[config.mk]
export PLATFORM = sky130hd
export DESIGN_NAME = chroma_filter_mode_sequencer
export DESIGN_NICKNAME = d
export VERILOG_FILES = /design/src/rtl/chroma_filter_pkg.sv /design/src/rtl/chroma_filter_mode_sequencer.sv
export SDC_FILE = /design/constraint.sdc
export NUM_CORES = 1
export LEC_CHECK = 0
export CORE_MARGIN = 3
export CORE_UTILIZATION = 49
export CTS_CLUSTER_DIAMETER = 60
export DETAILED_ROUTE_END_ITERATION = 7
export MAX_ROUTING_LAYER = met4
export PLACE_DENSITY = 0.94
export SLEW_MARGIN = 0
export SYNTH_ARGS = -nofsm -noshare
export SYNTH_HDL_FRONTEND = slang
export SYNTH_SLANG_ARGS = --single-unit
[constraint.sdc]
create_clock -name clk -period 3.6 [get_ports clk]
set_input_delay 0.9 -clock clk [delete_from_list [all_inputs] [get_ports clk]]
set_output_delay 0.9 -clock clk [all_outputs]
set_load 0.05 [all_outputs]
[src/rtl/chroma_filter_pkg.sv]
// Shared types and mode constants for the composite encoder's chroma carrier filter path.
package chroma_filter_pkg;

  typedef enum logic [2:0] {
    IDLE       = 3'd0,
    WAIT_BLANK = 3'd1,
    FLUSH      = 3'd2,
    SWITCH     = 3'd3,
    SETTLE     = 3'd4
  } state_e;

  localparam logic MODE_NTSC = 1'b0;
  localparam logic MODE_PAL  = 1'b1;

  // Live video only flows while no coefficient change is in progress.
  function automatic logic passes_video(input state_e s);
    return (s == IDLE) || (s == WAIT_BLANK);
  endfunction

  function automatic int max_int(input int a, input int b);
    return (a > b) ? a : b;
  endfunction

endpackage

[src/rtl/chroma_filter_mode_sequencer.sv]
// Switches the carrier filter's PAL/NTSC coefficients in vblank after a zero flush, then blanks output while it settles.
// All outputs registered, 1-cycle datapath latency; no backpressure (level-sensitive request and blanking inputs).
module chroma_filter_mode_sequencer
  import chroma_filter_pkg::*;
#(
  parameter int   FLUSH_CYCLES  = 64,
  parameter int   SETTLE_CYCLES = 16,
  parameter logic PAL_AT_RESET  = MODE_PAL
) (
  input  logic              clk,
  input  logic              reset,
  input  logic              mode_req,
  input  logic              vblank,
  input  logic signed [7:0] sample_in,
  output logic signed [7:0] filter_in,
  output logic              pal_mode,
  input  logic signed [7:0] filter_out,
  output logic signed [7:0] video_out,
  output logic              busy,
  output logic              switch_done
);

  localparam int CNT_W = $clog2(max_int(FLUSH_CYCLES, SETTLE_CYCLES) + 1);

  state_e             state_q, state_d;
  logic [CNT_W-1:0]   cnt_q, cnt_d;
  logic               target_q, target_d;
  logic               pal_q, pal_d;
  logic               busy_q, busy_d;
  logic               done_q, done_d;
  logic signed [7:0]  filter_in_q, filter_in_d;
  logic signed [7:0]  video_q, video_d;

  always_comb begin
    state_d     = state_q;
    cnt_d       = cnt_q;
    target_d    = target_q;
    pal_d       = pal_q;
    done_d      = 1'b0;

    unique case (state_q)
      IDLE: begin
        if (mode_req != pal_q) state_d = WAIT_BLANK;
      end
      WAIT_BLANK: begin
        if (mode_req == pal_q) begin
          state_d = IDLE;
        end else if (vblank) begin
          target_d = mode_req;
          cnt_d    = CNT_W'(FLUSH_CYCLES - 1);
          state_d  = FLUSH;
        end
      end
      FLUSH: begin
        // Zero check precedes the decrement, so the counter never wraps.
        if (cnt_q == '0) state_d = SWITCH;
        else             cnt_d   = cnt_q - CNT_W'(1);
      end
      SWITCH: begin
        pal_d   = target_q;
        cnt_d   = CNT_W'(SETTLE_CYCLES - 1);
        state_d = SETTLE;
      end
      SETTLE: begin
        if (cnt_q == '0) begin
          state_d = IDLE;
          done_d  = 1'b1;
        end else begin
          cnt_d = cnt_q - CNT_W'(1);
        end
      end
      default: state_d = IDLE;
    endcase

    busy_d      = (state_d != IDLE);
    filter_in_d = passes_video(state_q) ? sample_in  : 8'sd0;
    video_d     = passes_video(state_q) ? filter_out : 8'sd0;
  end

  always_ff @(posedge clk) begin
    if (reset) begin
      state_q     <= IDLE;
      cnt_q       <= '0;
      target_q    <= PAL_AT_RESET;
      pal_q       <= PAL_AT_RESET;
      busy_q      <= 1'b0;
      done_q      <= 1'b0;
      filter_in_q <= 8'sd0;
      video_q     <= 8'sd0;
    end else begin
      state_q     <= state_d;
      cnt_q       <= cnt_d;
      target_q    <= target_d;
      pal_q       <= pal_d;
      busy_q      <= busy_d;
      done_q      <= done_d;
      filter_in_q <= filter_in_d;
      video_q     <= video_d;
    end
  end

  assign filter_in   = filter_in_q;
  assign pal_mode    = pal_q;
  assign video_out   = video_q;
  assign busy        = busy_q;
  assign switch_done = done_q;

endmodule

Word level (Yosys, flattened, before mapping)
Index checks and enable logic that the tools add are counted.
- input port bits: 20
- logic and storage cells: 42
- flip-flop bits (word level): 30
- output and inout bits: 19
- muxes and demuxes: 11
- bitwise logic cells: 3
- equal/unequal tests: 9
- $add $sub $neg: 1
- reductions and logical operators: 10
- operators with widths (kind ; count):
    $mux W7 ; 3
    $pmux W7 S3 ; 1
    $mux W3 ; 5
    $pmux W3 S5 ; 1
    $logic_not A7 Y1 ; 1
    $sub A7 B1 Y7 const B ; 1
    $eq A3 B2 Y1 const B ; 2
    $ne A2 B2 Y1 const B ; 3
    $reduce_bool A3 Y1 ; 2
    $reduce_or A2 Y1 ; 3
    $reduce_and A4 Y1 ; 1
    $eq A3 B1 Y1 const B ; 1
    $eq A3 B3 Y1 const B ; 1
    $logic_not A3 Y1 ; 1
    $not A1 Y1 ; 3
    $reduce_and A3 Y1 ; 1
    $eq A1 B1 Y1 ; 1
    $logic_or A1 B1 Y1 ; 1
    $mux W1 ; 1
    $ne A1 B1 Y1 ; 1

Depth between registers and ports, before layout
Gate-level depths: netlist of the first run.
- word-level depth: 4
- mapped depth: 7
- depth with buffers taken out: 6

Least setup slack after synthesis of the first run
OpenSTA, ideal clock, no wires.
- path type: input to register
- from: in mode_req
- to: reg cnt_q[6]
- library setup time: 0.058 ns
- cell stages on the path: 5
- setup slack: 1.729 ns
- arrival: 1.812 ns
- buffers on the path: 1
- required time: 3.542 ns
- cell sequence: xnor2_1 o21a_1 buf_4 a2111o_1 nand2_1
- cells in the longest elaborated chain, start to end: 3
- RTL lines (what ; RTL line ; text):
    from (decl) ; chroma_filter_mode_sequencer.sv:12 ; input logic mode_req,
    $eq A1 B1 Y1 ; chroma_filter_mode_sequencer.sv:46 ; if (mode_req == pal_q) begin
    $ne A2 B2 Y1 (no source line) ; -- ;
    $reduce_and A4 Y1 (no source line) ; -- ;
    to (signal assigned) ; chroma_filter_mode_sequencer.sv:92 ; cnt_q <= cnt_d;
    to (decl) ; chroma_filter_mode_sequencer.sv:26 ; logic [CNT_W-1:0] cnt_q, cnt_d;
No other way between the ends.
A chain may end at the register's enable or synchronous reset.

Worst setup path after layout of the first run
- from: in reset
- to: reg filter_in_q[6], in the netlist filter_in[6]
- cells in the longest elaborated chain, start to end: 1
- RTL lines (what ; RTL line ; text):
    from (decl) ; chroma_filter_mode_sequencer.sv:11 ; input logic reset,
    $reduce_or A2 Y1 (no source line) ; -- ;
    to (signal assigned) ; chroma_filter_mode_sequencer.sv:97 ; filter_in_q <= filter_in_d;
    to (decl) ; chroma_filter_mode_sequencer.sv:31 ; logic signed [7:0] filter_in_q, filter_in_d;
No other way between the ends.

==> reports/metrics.cfg, run 1 <==
[setup_path]
arrival_ns = 2.75
worstPathRequired_ns = 3.87
slowest_stage = nor3_1
crit_family = simple AND/OR/NAND/NOR gates
cp_max_fo = 16
path_class = in -> reg
timing.critical_path.slowest_cell_delay_ns = 0.96
path_buf_inv = 1
start_kind = input pin
critPathCaptureType = flop
path_cells = clkdlybuf4s50_1 -> nor3_1 -> and2_1

[drt]
wl_met1_um = 1232
wl_met3_um = 306
drt-total-wl_um = 3121
dr_wl_met2_um = 1417
drt_iter0_markers = 57
wl_per_cell_um = 16.26
post_drt_via_cell_ratio = 5.901
num_vias = 1133
firstDrtPassIters = 4
ant_nets = 0
route.detailed.drc = 0
top_layer = met4

[sta]
setup_viol_count_final = 0
fmax_mhz = 402.4
min_period_ns = 2.485
hold_viol_final = 0
slew_violations = 0
relSlewSlack_pct = 24.15
worst_slew_pin_slew_ns = 1.129
tns_ns = 0
rsz0062_at_grt = no
skew_ns = 0.007859
setup_ws_ns = 1.115
min_period_over_period_pct = 69.03

[placed_design]
gp_congestion = 0.9115
port_buffers = 38
place_ws_ns = 0.7675
dp_hpwl_um = 2314

[layout]
fin_nets = 185
drive_above_1_share_pct = 6.098
num_antenna_cells = 0
synthToLayoutAreaGrowth_pct = 34.33
multiInputGateArea_sq_um = 583.1
fillers = 156
seq_area_sq_um = 600.6

[global_routing]
grt_pass1_wl_um = 5140
grt_pass1_vias = 1121
antenna_found_initial = 0
overflow = 0
grt_max_degree = 17
globalRouteTotalUtil_pct = 21.22

[logic_synthesis]
yosys-top-cells-count = 30 x dfxtp_1, 16 x and2_1, 7 x inv_1, 7 x nand2_1
syn-instance-count = 125
synthFlopType = dfxtp_1
syn_area_sq_mm = 0.001257
synth_top_cell_area_share_pct = 47.76
synth_edf_count = 0
post_synth_num_cell_types = 41
yosysWarnings = 0
yosys.cell_count.top_type = dfxtp_1
syn_avg_cell_area_sq_um = 10.06
ys_seq_elements = 30
ys_top_cells_by_area = dfxtp_1 48%, and2_1 8.0%, o211ai_1 3.0%
async_reset_ff_share_pct = 0
syn_nets = 147
ys_seq_area_share_pct = 47.76
yosysTopAreaCell = dfxtp_1

[clocking]
worstSkewPairLatency_ns = 0.33
post-cts-setup-buffers = 0
cts.path.max_buffers = 2
clk_pin_slew_ns = 0.09
cts_resized = 0
root_buffer = clkbuf_4
hold_buffers = 0
cts_tree = built
clkSinkCount = 30
h-tree-depth = 2
cts_buffers = 5

[outcome]
status = complete, no violations

[pwr]
netSwitchingPower_uw = 259.8
powerDensity_mw_per_mm2 = 468.1
leakage_nw = 0.6676
clockPowerShare_pct = 26.8
switching_share_pct = 32.86
ir_drop_mv = 0.3993
combPwrFrac_pct = 25.6
pwr-share-seq_pct = 47.6
power.total_uw = 790.6
internal_power_uw = 530.8

[floorplanning]
die_height_um = 56.66
rows = 17
design.core.area_sq_mm = 0.002318
dieArea_sq_mm = 0.003210
initial_utilization_pct = 54.24
io_pins = 39
die_width_um = 56.66

[flow_run]
maxCapViolations = 0

[hold_path]
hp-class = reg -> reg

registers in the layout, summed over array words and instances, names as in the netlist:
signal and cells:
busy 1, video_out 8, state_q 3, cnt_q 7, filter_in 8, target_q 1
switch_done 1, pal_mode 1
stage by stage:
step           hold WS, ns  util (%)  std cells  area, sq um
2_1_floorplan       0.4728         -        125         1257
3_3_place_gp        0.4868     70.10        184         1625
3_5_place_dp        0.4940     70.10        184         1625
4_1_cts             0.5117     72.85        192         1689
5_1_grt             0.5212     72.85        192         1689
6_report            0.5093     72.85        192         1689
power by group through the flow:
| stage | clock [mW] | combinational, mW | sequential, mW |
|---|---|---|---|
| floorplan | 0 | 0.0952 | 0.425 |
| finish | 0.212 | 0.203 | 0.376 |
| global route | 0.229 | 0.217 | 0.379 |
| CTS | 0.214 | 0.201 | 0.375 |
| global placement | 0 | 0.191 | 0.381 |
| detailed placement | 0 | 0.200 | 0.383 |
cells by family after synthesis:
group	Yosys count	synth area share (%)
XOR/XNOR	5	3.483
buffers and inverters	14	5.871
adder cells (fa/ha/maj)	2	1.990
AND/OR/NAND/NOR	49	24.18
flip-flops	30	47.76
AO/OA/AOI/OAI	25	16.72
per-layer routing:
layer,vias up,global-route usage (%)
met2,85,34.16
met5,-,-
met1,499,23.97
met3,26,6.897
met4,0,9.153
li1,523,-
worst paths after layout:
kind	startpoint	endpoint	slack, ns	depth (start not counted)
min	target_q	target_q	0.51	2
min reg2reg	target_q	target_q	0.51	2
max	reset	filter_in[6]	1.12	3
max reg2reg	cnt_q[0]	cnt_q[0]	1.60	6
worst register-to-register path: stages, from the launching register on:
cell	delay, ns
dfxtp_1	0.38
inv_1	0.13
ha_1	0.18
or3b_1	0.51
o22a_1	0.28
and4_1	0.20
a311oi_1	0.25
layout by cell type (no fill, tap or decap), types with 3 or more instances in the layout:
| cell | synthesis | layout |
|---|---|---|
| nor2_1 | 4 | 4 |
| xor2_1 | 3 | 3 |
| dfxtp_1 | 30 | 30 |
| clkdlybuf4s50_1 | 0 | 38 |
| inv_1 | 7 | 7 |
| and2_1 | 16 | 16 |
| clkbuf_4 | 0 | 5 |
| a311oi_1 | 3 | 3 |
| nand2_1 | 7 | 7 |
| o211ai_1 | 5 | 5 |
| nand3b_1 | 3 | 3 |
| nor3_1 | 5 | 5 |
area by class of cell:
type | count | area share, %
clock buffer | 6 | 3.037
clock inverter | 2 | 0.7407
inverter | 7 | 1.556
multi-input combinational | 81 | 34.52
sequential | 30 | 35.56
tap | 28 | 2.074
timing repair buffer | 38 | 22.52
Power figures use the tool's default switching activity.
==> run 2, diff against run 1 <==
--- a/config.mk
+++ b/config.mk
@@ -5,12 +5,13 @@
 export SDC_FILE = /design/constraint.sdc
 export NUM_CORES = 1
 export LEC_CHECK = 0
+export CORE_ASPECT_RATIO = 0.5
 export CORE_MARGIN = 3
-export CORE_UTILIZATION = 49
+export CORE_UTILIZATION = 41
 export CTS_CLUSTER_DIAMETER = 60
 export DETAILED_ROUTE_END_ITERATION = 7
 export MAX_ROUTING_LAYER = met4
-export PLACE_DENSITY = 0.94
+export PLACE_DENSITY = 0.86
 export SLEW_MARGIN = 0
 export SYNTH_ARGS = -nofsm -noshare
 export SYNTH_HDL_FRONTEND = slang
==> constraint.sdc (replaced) <==
create_clock -name clk -period 2.1 [get_ports clk]
set_input_delay 0.525 -clock clk [delete_from_list [all_inputs] [get_ports clk]]
set_output_delay 0.525 -clock clk [all_outputs]
set_load 0.05 [all_outputs]
==> reports/metrics.cfg, run 2 (synthesis gave the netlist of run 1 again) <==
[outcome]
status = complete, no violations

[clocking]
h-tree-depth = 2  ; unchanged
hold_buffers = 0  ; unchanged
cts.path.max_buffers = 2  ; unchanged
cts_buffers = 5  ; unchanged
cts_resized = 0  ; unchanged
post-cts-setup-buffers = 0  ; unchanged
clkSinkCount = 30  ; unchanged
clk_pin_slew_ns = 0.06  ; -0.03 ns
worstSkewPairLatency_ns = 0.28  ; -0.05 ns
cts_tree = built
root_buffer = clkbuf_8

[layout]
fin_cells = 206  ; +7.3%
fin_nets = 190  ; +2.7%
num_antenna_cells = 0  ; unchanged
fillers = 213  ; +37%
drive_above_1_share_pct = 8.876  ; +2.8 points
seq_area_sq_um = 600.6  ; unchanged
final_common_cell = clkdlybuf4s50_1
synthToLayoutAreaGrowth_pct = 44.48
postLayoutCellArea_sq_mm = 0.001817  ; +7.6%
multiInputGateArea_sq_um = 583.1  ; unchanged
mostFrequentLayoutCells = 38 x clkdlybuf4s50_1, 30 x dfxtp_1, 16 x and2_1

[sta]
rsz0062_at_grt = no
tns_ns = 0  ; unchanged
fmax_mhz = 497.9
min_period_over_period_pct = 95.64
hold_viol_final = 0  ; unchanged
slew_violations = 0  ; unchanged
setup_viol_count_final = 0  ; unchanged
min_period_ns = 2.008
relSlewSlack_pct = 65.44  ; +41 points
skew_ns = 0.003013  ; -0.004845 ns
worst_slew_pin_slew_ns = 0.5168  ; -0.6121 ns

[placed_design]
gp_congestion = 0.8543  ; -6.3%
port_buffers = 38  ; unchanged
dp_hpwl_um = 1952  ; -16%
dpl_cell_area_sq_mm = 0.001674  ; +3.0%
place_inst = 198  ; +7.6%

[global_routing]
grt_max_degree = 17  ; unchanged
globalRouteTotalUtil_pct = 16.34  ; -4.9 points
overflow = 0  ; unchanged
grt_pass1_wl_um = 4464  ; -13%
antenna_found_initial = 0  ; unchanged
grt_pass1_vias = 1003  ; -11%

[pwr]
netSwitchingPower_uw = 447.3  ; +72%
leakage_nw = 0.7289  ; +9.2%
clockPowerShare_pct = 42.4  ; +16 points
internal_power_mw = 1.262  ; +140%
combPwrFrac_pct = 20.1  ; -5.5 points
powerDensity_mw_per_mm2 = 940.9  ; +100%
switching_share_pct = 26.17  ; -6.7 points
ir_drop_mv = 0.6070  ; +52%
pwr-share-seq_pct = 37.5  ; -10 points

[setup_path]
path_buf_inv = 1  ; unchanged
worstPathRequired_ns = 1.57  ; -2.30 ns
timing.critical_path.slowest_cell_delay_ns = 0.82  ; -0.14 ns
path_cells = clkdlybuf4s50_1
crit_family = buffers and inverters
cp_max_fo = 3  ; -13
slowest_stage = clkdlybuf4s50_1
start_kind = flop
critPathCaptureType = output port
arrival_ns = 1.48  ; -1.27 ns
path_class = reg -> out

[drt]
wl_met3_um = 220  ; -28%
route.detailed.drc = 0  ; unchanged
num_vias = 1043  ; -7.9%
post_drt_via_cell_ratio = 5.063  ; -14%
wl_per_cell_um = 12.96  ; -20%
wl_met1_um = 1144  ; -7.1%
top_layer = met4
drt-total-wl_um = 2669  ; -14%
dr_wl_met2_um = 1273  ; -10%
firstDrtPassIters = 4  ; unchanged
drt_iter0_markers = 53  ; -7.0%
ant_nets = 0  ; unchanged

[floorplanning]
rows = 13  ; -4
initial_utilization_pct = 45.74  ; -8.5 points
die_width_um = 84.32  ; +49%
io_pins = 39  ; unchanged
dieArea_sq_mm = 0.003808  ; +19%
die_height_um = 45.16  ; -20%
design.core.area_sq_mm = 0.002749  ; +19%

[hold_path]
hp-class = reg -> reg

[flow_run]
maxCapViolations = 0  ; unchanged

-- run 2: path summary, 6_finish.rpt --
check                 from       end  slack (ns)  cells past startpoint
hold reg to reg   target_q  target_q        0.50                      2
setup / recovery  pal_mode  pal_mode        0.09                      1
hold / removal    target_q  target_q        0.50                      2
setup reg to reg  cnt_q[0]  cnt_q[4]        0.16                      6
-- run 2: through the flow --
stage	setup slack, ns	utilization (%)	hold slack [ns]	power [mW]
floorplan	0.3933	-	0.4728	0.8919
global placement	0.1091	60.90	0.4869	0.9909
detailed placement	0.04084	60.90	0.4947	0.9959
CTS	0.08009	66.09	0.5054	1.727
global route	0.04124	66.09	0.5347	1.788
finish	0.09166	66.09	0.5017	1.709
-- run 2: area by class of cell --
class	instances	share of cell area (%)
Sequential cell	30	33.06
Multi-Input combinational cell	81	32.09
Clock inverter	2	3.306
Timing Repair Buffer	43	23.00
Inverter	7	1.446
Clock buffer	6	4.545
Tap cell	37	2.548
-- run 2: power groups by stage --
stage / Combinational [mW] / Sequential (mW) / Clock (mW)
6_report: 0.343 / 0.642 / 0.724
5_1_grt: 0.373 / 0.648 / 0.767
4_1_cts: 0.345 / 0.642 / 0.741
3_5_place_dp: 0.341 / 0.655 / 0
3_3_place_gp: 0.338 / 0.653 / 0
2_1_floorplan: 0.163 / 0.729 / 0
-- run 2: layer usage --
layer	global-route usage, %	vias to the layer above
met5	-	-
met4	6.731	0
met1	17.33	468
met2	26.65	35
met3	8.197	4
li1	-	536
==> run 3, diff against run 2 <==
--- a/config.mk
+++ b/config.mk
@@ -8,7 +8,7 @@
 export CORE_ASPECT_RATIO = 0.5
 export CORE_MARGIN = 3
 export CORE_UTILIZATION = 41
-export CTS_CLUSTER_DIAMETER = 60
+export CTS_CLUSTER_DIAMETER = 100
 export DETAILED_ROUTE_END_ITERATION = 7
 export MAX_ROUTING_LAYER = met4
 export PLACE_DENSITY = 0.86
@@ -16,3 +16,4 @@
 export SYNTH_ARGS = -nofsm -noshare
 export SYNTH_HDL_FRONTEND = slang
 export SYNTH_SLANG_ARGS = --single-unit
+export TNS_END_PERCENT = 1
==> results of run 3 <==
No change in the layout: final DEF, timing and power equal those of run 2.
